File: src/rtl/cmos_pixel_packer.sv
// OV5640 DVP capture front end: packs byte pairs into RGB565 words,
// drops settle frames after init, gates capture on FIFO room and checks frame geometry.
module cmos_pixel_packer #(
    parameter int unsigned H_ACTIVE    = 640,
    parameter int unsigned V_ACTIVE    = 480,
    parameter int unsigned SKIP_FRAMES = 10
) (
    input  logic        camera_pclk,
    input  logic        rst_n,
    input  logic        init_done,
    input  logic        camera_vsync,
    input  logic        camera_href,
    input  logic [7:0]  camera_data,
    input  logic        fifo_ready,
    output logic [15:0] pix_data,
    output logic        pix_valid,
    output logic        frame_start,
    output logic        frame_complete,
    output logic        frame_ok,
    output logic [7:0]  drop_cnt
);

    localparam int unsigned PIX_W  = $clog2(H_ACTIVE + 2);
    localparam int unsigned LINE_W = $clog2(V_ACTIVE + 2);
    localparam int unsigned SKIP_W = $clog2(SKIP_FRAMES + 1) + 1;

    localparam logic [2:0] S_IDLE    = 3'd0;
    localparam logic [2:0] S_WAIT_VS = 3'd1;
    localparam logic [2:0] S_SKIP    = 3'd2;
    localparam logic [2:0] S_ARM     = 3'd3;
    localparam logic [2:0] S_CAPTURE = 3'd4;
    localparam logic [2:0] S_DROP    = 3'd5;

    logic              vs_r, vs_r_d, hr_r, hr_r_d;
    logic [7:0]        d_r;
    logic [2:0]        state, state_nxt;
    logic [SKIP_W-1:0] skip_cnt, skip_nxt;
    logic              phase, phase_nxt;
    logic [7:0]        hi_byte, hi_nxt;
    logic [PIX_W-1:0]  pix_cnt, pix_cnt_nxt;
    logic [LINE_W-1:0] line_cnt, line_cnt_nxt;
    logic              line_err, line_err_nxt;
    logic              pk_valid, pk_valid_nxt;
    logic [15:0]       pk_data, pk_data_nxt;
    logic [15:0]       pix_data_nxt;
    logic              pix_valid_nxt, frame_start_nxt, frame_complete_nxt, frame_ok_nxt;
    logic [7:0]        drop_nxt;
    logic              vs_rise_c, hr_fall_c;

    assign vs_rise_c = vs_r & ~vs_r_d;
    assign hr_fall_c = ~hr_r & hr_r_d;

    // State, pipeline and output registers
    always_ff @(posedge camera_pclk or negedge rst_n) begin
        if (!rst_n) begin
            vs_r           <= 1'b0;
            vs_r_d         <= 1'b0;
            hr_r           <= 1'b0;
            hr_r_d         <= 1'b0;
            d_r            <= 8'd0;
            state          <= S_IDLE;
            skip_cnt       <= '0;
            phase          <= 1'b0;
            hi_byte        <= 8'd0;
            pix_cnt        <= '0;
            line_cnt       <= '0;
            line_err       <= 1'b0;
            pk_valid       <= 1'b0;
            pk_data        <= 16'd0;
            pix_data       <= 16'd0;
            pix_valid      <= 1'b0;
            frame_start    <= 1'b0;
            frame_complete <= 1'b0;
            frame_ok       <= 1'b0;
            drop_cnt       <= 8'd0;
        end else begin
            vs_r           <= camera_vsync;
            vs_r_d         <= vs_r;
            hr_r           <= camera_href;
            hr_r_d         <= hr_r;
            d_r            <= camera_data;
            state          <= state_nxt;
            skip_cnt       <= skip_nxt;
            phase          <= phase_nxt;
            hi_byte        <= hi_nxt;
            pix_cnt        <= pix_cnt_nxt;
            line_cnt       <= line_cnt_nxt;
            line_err       <= line_err_nxt;
            pk_valid       <= pk_valid_nxt;
            pk_data        <= pk_data_nxt;
            pix_data       <= pix_data_nxt;
            pix_valid      <= pix_valid_nxt;
            frame_start    <= frame_start_nxt;
            frame_complete <= frame_complete_nxt;
            frame_ok       <= frame_ok_nxt;
            drop_cnt       <= drop_nxt;
        end
    end

    // Next-state, packing and frame status logic
    always_comb begin
        state_nxt          = state;
        skip_nxt           = skip_cnt;
        phase_nxt          = phase;
        hi_nxt             = hi_byte;
        pix_cnt_nxt        = pix_cnt;
        line_cnt_nxt       = line_cnt;
        line_err_nxt       = line_err;
        pk_valid_nxt       = 1'b0;
        pk_data_nxt        = pk_data;
        pix_valid_nxt      = pk_valid;
        pix_data_nxt       = pk_valid ? pk_data : pix_data;
        frame_start_nxt    = 1'b0;
        frame_complete_nxt = 1'b0;
        frame_ok_nxt       = frame_ok;
        drop_nxt           = drop_cnt;

        case (state)
            S_IDLE: begin
                skip_nxt = '0;
                if (init_done) state_nxt = S_WAIT_VS;
            end
            S_WAIT_VS, S_SKIP: begin
                if (vs_rise_c) begin
                    if (skip_cnt < SKIP_W'(SKIP_FRAMES)) begin
                        state_nxt = S_SKIP;
                        skip_nxt  = skip_cnt + SKIP_W'(1);
                    end else begin
                        state_nxt = S_ARM;
                    end
                end
            end
            S_ARM: begin
                if (!vs_r) begin
                    if (fifo_ready) begin
                        state_nxt       = S_CAPTURE;
                        frame_start_nxt = 1'b1;
                    end else begin
                        state_nxt = S_DROP;
                        if (drop_cnt != 8'hFF) drop_nxt = drop_cnt + 8'd1;
                    end
                end
            end
            S_CAPTURE: begin
                if (hr_fall_c) begin
                    phase_nxt   = 1'b0;
                    pix_cnt_nxt = '0;
                    if (phase || (pix_cnt != PIX_W'(H_ACTIVE))) line_err_nxt = 1'b1;
                    if (line_cnt != LINE_W'(V_ACTIVE + 1)) line_cnt_nxt = line_cnt + LINE_W'(1);
                end else if (hr_r && !vs_rise_c) begin
                    if (!phase) begin
                        hi_nxt    = d_r;
                        phase_nxt = 1'b1;
                    end else begin
                        phase_nxt = 1'b0;
                        if (pix_cnt < PIX_W'(H_ACTIVE)) begin
                            pix_cnt_nxt  = pix_cnt + PIX_W'(1);
                            pk_valid_nxt = (line_cnt < LINE_W'(V_ACTIVE));
                            pk_data_nxt  = {hi_byte, d_r};
                        end else begin
                            pix_cnt_nxt = PIX_W'(H_ACTIVE + 1);
                        end
                    end
                end
                // Frame ends on vsync; a pending high byte is simply dropped
                if (vs_rise_c) begin
                    frame_complete_nxt = 1'b1;
                    frame_ok_nxt       = !line_err_nxt && (line_cnt_nxt == LINE_W'(V_ACTIVE));
                    state_nxt          = S_ARM;
                end
            end
            S_DROP: begin
                if (vs_rise_c) state_nxt = S_ARM;
            end
            default: state_nxt = S_IDLE;
        endcase

        if (!init_done) begin
            state_nxt          = S_IDLE;
            skip_nxt           = '0;
            frame_complete_nxt = 1'b0;
            frame_ok_nxt       = frame_ok;
        end

        // Line/frame bookkeeping only lives inside a captured frame
        if (state_nxt != S_CAPTURE) begin
            phase_nxt    = 1'b0;
            pix_cnt_nxt  = '0;
            line_cnt_nxt = '0;
            line_err_nxt = 1'b0;
        end
    end

endmodule

File: config.mk
export PLATFORM = sky130hd
export DESIGN_NAME = cmos_pixel_packer
export DESIGN_NICKNAME = d
export VERILOG_FILES = /design/src/rtl/cmos_pixel_packer.sv
export SDC_FILE = /design/constraint.sdc
export NUM_CORES = 1
export LEC_CHECK = 0
export CAP_MARGIN = 10
export CORE_MARGIN = 2
export CORE_UTILIZATION = 55
export DETAILED_ROUTE_END_ITERATION = 8
export PLACE_DENSITY = 0.77
export SYNTH_ARGS = -nofsm -noshare
export SYNTH_HDL_FRONTEND = slang
export SYNTH_SLANG_ARGS = --single-unit
File: constraint.sdc
create_clock -name camera_pclk -period 3.5 [get_ports camera_pclk]
set_input_delay 0.7 -clock camera_pclk [delete_from_list [all_inputs] [get_ports camera_pclk]]
set_output_delay 0.7 -clock camera_pclk [all_outputs]
set_load 0.005 [all_outputs]
==> run_results.csv <==
group,metric,value,unit
grt,grt_max_degree,95,
layout,finalNetCount,415,
synth,async_flop_share,1.000,
detailed_routing,drc,0,
synth,synth-edff-count,0,
floorplan,die-area,8436,sq um
floorplan,die_y,91.85,um
clocking,clk-insertion-delay-late,0.36,ns
setup_path,worstSetupPathType,"reg -> reg",
sta,finalSetupViolations,0,
setup_path,end_kind,"flop",
detailed_routing,routed_via_density,5.596,
sta,hold_viol_final,0,
placement,dp_hpwl,4.986,mm
synth,synth_area_per_cell,11.96,sq um
setup_path,crit_buf_inv,0,
placement,place_area,4732,sq um
synth,synthDominantCellAreaShare,0.5542,
detailed_routing,drtAntennaViolNets,0,
clocking,clkSlewWorstSetupHoldPaths,0.10,ns
sta,fmax,432.3,MHz
sta,tightest_slew,0.8813,ns
setup_path,arrival,2.55,ns
floorplan,initial_core_util,0.5579,
clocking,cts.repair.resized,0,
power_and_ir_drop,p_per_area,413.0,nW/um^2
power_and_ir_drop,seq_power_share,0.573,
layout,drive_gt1_frac,0.1950,
grt,grt_pass1_wl,12.87,mm
setup_path,crit_path_max_fanout,21,
floorplan,core,7607,sq um
grt,grt.total_usage,0.1927,
synth,synth_warnings,0,
sta,slew_headroom,0.4071,
power_and_ir_drop,combPwrFrac,0.071,
setup_path,required,3.74,ns
clocking,cts_tree,"done",
placement,gp_congestion,0.8433,
synth,ys_seq_area_frac,0.5542,
detailed_routing,routed_wl,7.422,mm
layout,area_growth,16.27,%
status,status,"finished, final reports clean",
clocking,h-tree-depth,3,
power_and_ir_drop,power.switching,496.1,uW
synth,synth_top_cell_by_area,"dfrtp_1",
clocking,cts-root-buf,"clkbuf_8",
synth,synth.most_common_cell,"dfrtp_1",
placement,port_buffers,41,
detailed_routing,wl_per_cell,14.78,um
clocking,post_cts_buffers,0,
placement,placed_cells,486,
sta,drv_slew,0,
detailed_routing,drtPass1Iterations,4,
grt,grt_pass1_vias,2663,
sta,min_period,2.313,ns
layout,final_cell_area,4935,sq um
sta,setup_tns,0,ns
power_and_ir_drop,p_int,1.542,mW
setup_path,cpMaxStageDelayCell,"nor3b_4",
grt,grt_overflow,0,
synth,synth.top_cells.by_area,"dfrtp_1 55%, mux2_2 11%, nor2_1 3.1%",
grt,antenna_found_initial,0,
clocking,clockBufferDepth,2,
layout,stdcell_count,502,
synth,synth_top_flop_cell,"dfrtp_1",
synth,ys_seq_elements,94,
worst_hold_path,holdCritPathClass,"in -> async",
power_and_ir_drop,netSwitchingFraction,0.2434,
job,drv_cap,0,
synth,netlist_top_cells_count,"94 x dfrtp_1, 41 x mux2_2, 35 x nor2_1",
setup_path,critPathTopFamily,"simple AND/OR/NAND/NOR gates",
sta,skew,0.01468,ns
sta,rsz0062_at_grt,"false",
synth,synth_cell_types,54,
setup_path,path_cells,"nor3b_4, nand2_4, nor2_4, mux2_2",
sta,finalCritPeriodShare,0.6610,
floorplan,chipWidth,91.85,um
clocking,cts_sinks,94,
power_and_ir_drop,p_leak,2.118,nW
floorplan,rows,32,
clocking,cts-buffers-inserted,9,
clocking,hold_buffers,0,
power_and_ir_drop,ir_drop,0.2090,mV
detailed_routing,via_count,2809,
floorplan,io_pins,42,
synth,netlist_area,4244,sq um
synth,syn_nets,375,
setup_path,worst_setup_path_start_kind,"flop",
synth,syn_inst,355,
power_and_ir_drop,p_clk_frac,0.355,
layout,antenna_cells,0,
setup_path,max_stage_delay,0.58,ns
detailed_routing,drt-initial-drc-count,121,
-- cell families (layout without fill, tap and decap cells) --
family / after synthesis / after routing / share of synthesized area
and+or+nand+nor: 113 / 113 / 0.1492
muxes: 41 / 41 / 0.1088
AOI/OAI and AO/OA: 59 / 59 / 0.1052
xor gates and xnor gates: 19 / 19 / 0.03921
buffers and inverters: 23 / 68 / 0.02565
adders and majority gates: 6 / 6 / 0.01769
DFF: 94 / 94 / 0.5542
-- per-layer routing --
| metal | up-vias | part of all wire | track usage |
|---|---|---|---|
| li1 | 1347 | - | - |
| met1 | 1396 | 0.47 | 0.2765 |
| met2 | 52 | 0.48 | 0.2886 |
| met3 | 14 | 0.034 | 0.03533 |
| met4 | 0 | 0.017 | 0.08582 |
| met5 | - | 0 | 0 |
-- final cells by class --
class / instances / area, sq um
Inverter: 9 / 33.78
Sequential cell: 94 / 2352
Timing Repair Buffer: 43 / 435.4
Clock inverter: 7 / 78.83
Tap cell: 102 / 127.6
Clock buffer: 9 / 123.9
Multi-Input combinational cell: 238 / 1783
Fill cell: 601 / 2673
-- final timing paths --
check | cells past startpoint | end | slack [ns] | startpoint
worst max-delay path | 4 | pk_data[9] | 1.19 | state[2]
min in group camera_pclk | 1 | drop_cnt[7] | 0.49 | drop_cnt[7]
max in group asynchronous | 2 | line_err | 2.74 | rst_n
worst max register to register | 4 | pk_data[9] | 1.19 | state[2]
worst min-delay path | 2 | d_r[5] | 0.37 | rst_n
worst min register to register | 1 | drop_cnt[7] | 0.49 | drop_cnt[7]
-- through the flow --
step | utilization | setup slack, ns | hold slack (ns) | total power, mW
floorplan | - | 1.619 | 0.3519 | 1.257
global placement | 0.6220 | 1.072 | 0.4737 | 1.331
finish | 0.6487 | 1.187 | 0.3675 | 2.038
global route | 0.6487 | 1.015 | 0.4146 | 2.144
CTS | 0.6487 | 1.145 | 0.3934 | 2.064
detailed placement | 0.6220 | 1.046 | 0.4849 | 1.338
-- layout by cell type, fill, tap and decap left out, drive strengths merged, types with 2 or more instances in the layout --
cell type      instances
nor3                   5
nor3b                  2
o22ai                  2
nor2                  36
nand2                 21
clkbuf                 9
xnor2                 10
a31oi                  4
a22oi                  2
a2111oi                3
nand3b                 3
and2                   2
nand4b                 3
o31ai                  3
mux2                  41
o21a                   3
dfrtp                 94
clkdlybuf4s50         40
inv                   12
and4                   2
a211oi                 3
ha                     6
nand2b                 6
a311oi                 3
nand3                  8
buf                    3
xor2                   9
and3                   5
clkinvlp               2
o2111ai                2
a21oi                 14
nor4b                  2
o21ai                 18
nand4                  8
nor2b                  4
-- power by group through the flow --
| stage | logic (mW) | clock network [mW] | registers (mW) |
|---|---|---|---|
| finish | 0.145 | 0.724 | 1.17 |
| global route | 0.163 | 0.805 | 1.18 |
| CTS | 0.149 | 0.746 | 1.17 |
| detailed placement | 0.148 | 0 | 1.19 |
| global placement | 0.144 | 0 | 1.19 |
| floorplan | 0.0844 | 0 | 1.17 |
-- flip-flops by register name, summed over array words and instances, names as in the netlist, 3 cells and up --
name      cells
pk_data      16
d_r           8
skip_cnt      5
state         3
pix_cnt      10
hi_byte       8
pix_data     16
line_cnt      9
drop_cnt      8
Power figures use the tool's default switching activity.
